### config.mk
export PLATFORM = sky130hd
export DESIGN_NAME = uart_rx
export DESIGN_NICKNAME = d
export VERILOG_FILES = /design/src/rtl/uart_rx.sv
export SDC_FILE = /design/constraint.sdc
export NUM_CORES = 1
export LEC_CHECK = 0
export BUFFER_PORTS_ARGS = -buffer_cell sky130_fd_sc_hd__buf_2
export CELL_PAD_IN_SITES_DETAIL_PLACEMENT = 1
export CELL_PAD_IN_SITES_GLOBAL_PLACEMENT = 1
export CORE_MARGIN = 3
export CORE_UTILIZATION = 44
export CTS_BUF_LIST = sky130_fd_sc_hd__clkbuf_4 sky130_fd_sc_hd__clkbuf_8 sky130_fd_sc_hd__clkbuf_16
export DETAILED_ROUTE_END_ITERATION = 8
export PLACE_DENSITY = 0.82
export SLEW_MARGIN = 20
export SYNTH_ARGS = -nofsm -noshare
export SYNTH_HDL_FRONTEND = slang
export SYNTH_SLANG_ARGS = --single-unit
### constraint.sdc
create_clock -name i_clk -period 2.8 [get_ports i_clk]
set_input_delay 0.14 -clock i_clk [delete_from_list [all_inputs] [get_ports i_clk]]
set_output_delay 0.14 -clock i_clk [all_outputs]
set_load 0.005 [all_outputs]
### src/rtl/uart_rx.sv
// UART receiver: free-running 16x baud-tick generator feeding a start/data/stop FSM.
// Frames are LSB first with one start bit, NB_DATA data bits, one unchecked stop bit.
module uart_rx #(
  parameter int unsigned BAUD_RATE = 9600,
  parameter int unsigned CLK_FREC  = 50000000,
  parameter int unsigned NB_DATA   = 8,
  parameter int unsigned SB_TICK   = 16
) (
  input  logic               i_clk,
  input  logic               i_reset,
  input  logic               i_rx,
  output logic               o_tick,
  output logic               o_rx_done_tick,
  output logic [NB_DATA-1:0] o_data
);

  localparam int unsigned MCalc = CLK_FREC / (BAUD_RATE * 16);
  localparam int unsigned M     = (MCalc < 1) ? 1 : MCalc;
  localparam int unsigned CW    = (M > 1) ? $clog2(M) : 1;
  localparam int unsigned NW    = (NB_DATA > 1) ? $clog2(NB_DATA) : 1;

  localparam logic [CW-1:0] TickMax = CW'(M - 1);
  localparam logic [NW-1:0] NLast   = NW'(NB_DATA - 1);
  localparam logic [3:0]    SLast   = 4'(SB_TICK - 1);

  typedef enum logic [1:0] {StIdle, StStart, StData, StStop} state_e;

  logic [CW-1:0]      r_tick_cnt;
  logic               w_tick;
  logic               r_rx_meta;
  logic               r_rx_s;
  state_e             r_state;
  state_e             w_state_nxt;
  logic [3:0]         r_s;
  logic [3:0]         w_s_nxt;
  logic [NW-1:0]      r_n;
  logic [NW-1:0]      w_n_nxt;
  logic [NB_DATA-1:0] r_b;
  logic [NB_DATA-1:0] w_b_nxt;
  logic               w_done;

  // Free-running; never resynchronized to the start edge.
  always_ff @(posedge i_clk or negedge i_reset) begin
    if (!i_reset) begin
      r_tick_cnt <= '0;
    end else if (r_tick_cnt == TickMax) begin
      r_tick_cnt <= '0;
    end else begin
      r_tick_cnt <= r_tick_cnt + CW'(1);
    end
  end

  assign w_tick = (r_tick_cnt == TickMax);

  always_ff @(posedge i_clk or negedge i_reset) begin
    if (!i_reset) begin
      r_rx_meta <= 1'b1;
      r_rx_s    <= 1'b1;
    end else begin
      r_rx_meta <= i_rx;
      r_rx_s    <= r_rx_meta;
    end
  end

  always_ff @(posedge i_clk or negedge i_reset) begin
    if (!i_reset) begin
      r_state <= StIdle;
      r_s     <= '0;
      r_n     <= '0;
      r_b     <= '0;
    end else begin
      r_state <= w_state_nxt;
      r_s     <= w_s_nxt;
      r_n     <= w_n_nxt;
      r_b     <= w_b_nxt;
    end
  end

  always_comb begin
    w_state_nxt = r_state;
    w_s_nxt     = r_s;
    w_n_nxt     = r_n;
    w_b_nxt     = r_b;
    w_done      = 1'b0;
    unique case (r_state)
      StIdle: begin
        if (!r_rx_s) begin
          w_state_nxt = StStart;
          w_s_nxt     = '0;
        end
      end
      StStart: begin
        // Mid-start-bit sample rejects glitches shorter than half a bit.
        if (w_tick) begin
          if (r_s == 4'd7) begin
            if (!r_rx_s) begin
              w_state_nxt = StData;
              w_s_nxt     = '0;
              w_n_nxt     = '0;
            end else begin
              w_state_nxt = StIdle;
            end
          end else begin
            w_s_nxt = r_s + 4'd1;
          end
        end
      end
      StData: begin
        if (w_tick) begin
          if (r_s == 4'd15) begin
            w_s_nxt = '0;
            w_b_nxt = {r_rx_s, r_b[NB_DATA-1:1]};
            if (r_n == NLast) begin
              w_state_nxt = StStop;
            end else begin
              w_n_nxt = r_n + NW'(1);
            end
          end else begin
            w_s_nxt = r_s + 4'd1;
          end
        end
      end
      StStop: begin
        if (w_tick) begin
          if (r_s == SLast) begin
            w_state_nxt = StIdle;
            w_done      = 1'b1;
          end else begin
            w_s_nxt = r_s + 4'd1;
          end
        end
      end
      default: w_state_nxt = StIdle;
    endcase
  end

  assign o_tick         = w_tick;
  assign o_rx_done_tick = w_done;
  assign o_data         = r_b;

endmodule

==> results.cfg <==
[sta]
tightest_slew_ps = 613
setup_viol = 0
setup_ws_ps = 577
max_freq_mhz = 450
finalSetupTns_ps = 0
fin_skew_ps = 6.26
fin_crit_ps = 2220
hold_violations = 0
period_share_pct = 79.4
slew_headroom_pct = 59.2
rsz0062_at_grt = no
slew_viol_final = 0

[clock_tree]
holdBufCountCts = 2
cts_buffer_depth = 2
post_cts_buffers = 0
ctsResizeCount = 0
numCtsBuffers = 3
clkTransAtPathRegs_ps = 160
clockRootBuffer = clkbuf_4
cts_tree = yes
htree_levels = 1
worstSkewPairLatency_ps = 330
cts.sinks = 28

[global_routing]
grt_max_degree = 29
grt_pass1_vias = 1096
grt_overflow_total = 0
grt_pass1_wl_um = 5310
top_usage_layer = met2
grt_util_met1_pct = 20.9
grt_use_met3_pct = 2.34
grt_usage_pct = 16.6
grt_antenna_before_repair = 0
grt.met2_usage_pct = 29.8

[setup_path]
path_max_fanout = 16
required_ps = 2660
cp_data_arrival_time_ps = 2080
cp-end-kind = primary output
path_class = reg -> out
crit_path_start_kind = flop
r2r_slack_ps = 710
reg2reg_depth = 5
crit_path_start = r_tick_cnt[4]
r2r_start = r_tick_cnt[4]
r2r_end = r_n[0]
setup.worst_path.end = o_rx_done_tick

[route]
wl_per_cell_um = 16.9
drt_iter0_drc = 43
drc = 0
drt_first_pass_iters = 4
wl_um = 3080
vias = 1043
ant_nets = 0
viasPerCell = 5.73

[floorplan]
die_y_um = 62.8
ios = 13
initial_utilization_pct = 48.9
fp-row-count = 19
die_area_um2 = 3940
die_w_um = 62.8
coreArea_um2 = 2900

[finish]
final_cells = 182
fin_nets = 149
diodes = 0
drive_above_1_share_pct = 22.1
final_core_util_pct = 54.4
area_growth_pct = 11.3

[power]
power.density_nw_per_um2 = 437
ir_worst_vdd_uv = 217
p_total_uw = 689
p_leak_nw = 0.772

[yosys]
synth_top_area_share_pct = 45.9
synth_edf_count = 0
synth_top_cell_by_area = dfrtp_1
synth_ff_type = dfrtp_1
synth_seq_cells = 28
async_flop_share_pct = 100
avgSynthCellArea_um2 = 11.1
synth_area_um2 = 1420
syn_nets = 136
syn_inst = 128
synth_warnings = 0
ys_types = 40
seq_area_frac_synth_pct = 49.6
yosys-top-cells-area = dfrtp_1 (46%), mux2_2 (6.3%), ha_1 (4.4%)

[job]
drv_cap = 0

[placed_design]
place_hpwl_um = 2280
dp_cells = 176
port_buffers = 12
gp_congestion = 0.794
place_ws_ps = 731

[outcome]
status = completed

[hold_path]
hold_path_class = in -> async
## layout make-up
class	instances	area, um^2
fillers	330	1320
flip-flops and latches	28	703
multi-input cells	87	664
repair buffers	14	80.1
well taps	42	52.6
clock inverters	1	30.0
inverters	7	26.3
clock buffers	3	22.5
## cells by family (layout without fill, tap and decap cells)
kind of cell | after synthesis | after routing | synth area share (%)
DFF | 28 | 28 | 49.6
muxes | 8 | 8 | 6.35
buffers and inverters | 13 | 25 | 3.61
AOI/OAI and AO/OA | 28 | 28 | 14.0
xor gates and xnor gates | 8 | 8 | 4.94
adders and majority gates | 5 | 5 | 4.41
and+or+nand+nor | 38 | 38 | 17.1
## through the flow
| step | hold WS, ps | area (um^2) |
|---|---|---|
| floorplan | -156 | 1420 |
| global placement | 182 | 1510 |
| detailed placement | 187 | 1510 |
| CTS | 352 | 1580 |
| global route | 359 | 1580 |
| finish | 331 | 1580 |
## per-layer routing
metal  share of wire [%]  vias up
li1                    -      491
met1                  45      531
met2                  52       15
met3                 1.8        6
met4                0.97        0
met5                   0        -
## synth_stat cells (2+ instances only)
master,instances
ha_1,5
a21boi_0,3
nor3b_1,2
clkbuf_1,3
buf_2,2
dfrtp_1,26
inv_1,6
xor2_1,3
a21oi_1,4
nor2_1,7
xnor2_1,5
nand2_1,3
a311oi_1,2
a31oi_1,7
a211o_1,3
o21ai_0,2
nand3_1,8
mux2_2,8
o2bb2ai_1,2
and3_1,6
dfstp_2,2
## cells in the final DEF (no fill, tap or decap), drive strengths merged, types with 2 or more instances in the layout
master and n:
ha 5, nor3b 2, a311oi 2, xnor2 5, o2bb2ai 2, a21boi 3
inv 7, o21ai 3, clkbuf 3, mux2 8, nand3 8, and3 6
nor4b 2, dfrtp 26, a21oi 4, xor2 3, a211o 3, dlygate4sd3 2
nor2 7, a31oi 7, nor3 2, dfstp 2, nand2 4, buf 12
## critical path, stage by stage, from the launching register on
cell,delay (ps)
dfrtp_1,480
nor4b_4,460
nand2_2,230
inv_2,290
and3_1,190
buf_2,110
## where the power goes
| group | leakage (nW) | switching, mW | internal [mW] |
|---|---|---|---|
| Combinational | 0.379 | 0.00868 | 0.00348 |
| Sequential | 0.365 | 0.00175 | 0.407 |
| Clock | 0.0279 | 0.123 | 0.145 |
## sequential cells by signal (all words and copies together), names as in the netlist, named ones only
name,cells
r_n,3
r_s,4
r_tick_cnt,9
o_data,8
r_rx_s,1
r_state,1
r_rx_meta,1
## worst min-delay path by stage
stage / startpoint / end / slack, ps / cells after the start
finish: i_reset / r_s[2] / 330 / 2
global route: i_reset / r_s[2] / 360 / 2
CTS: i_reset / r_s[2] / 350 / 2
detailed placement: i_reset / r_state[0] / 190 / 1
global placement: i_reset / r_state[0] / 180 / 1
floorplan: i_reset / asynchronous set/reset pin / -160 / 0
No activity file was read; power rests on OpenSTA's default activity.
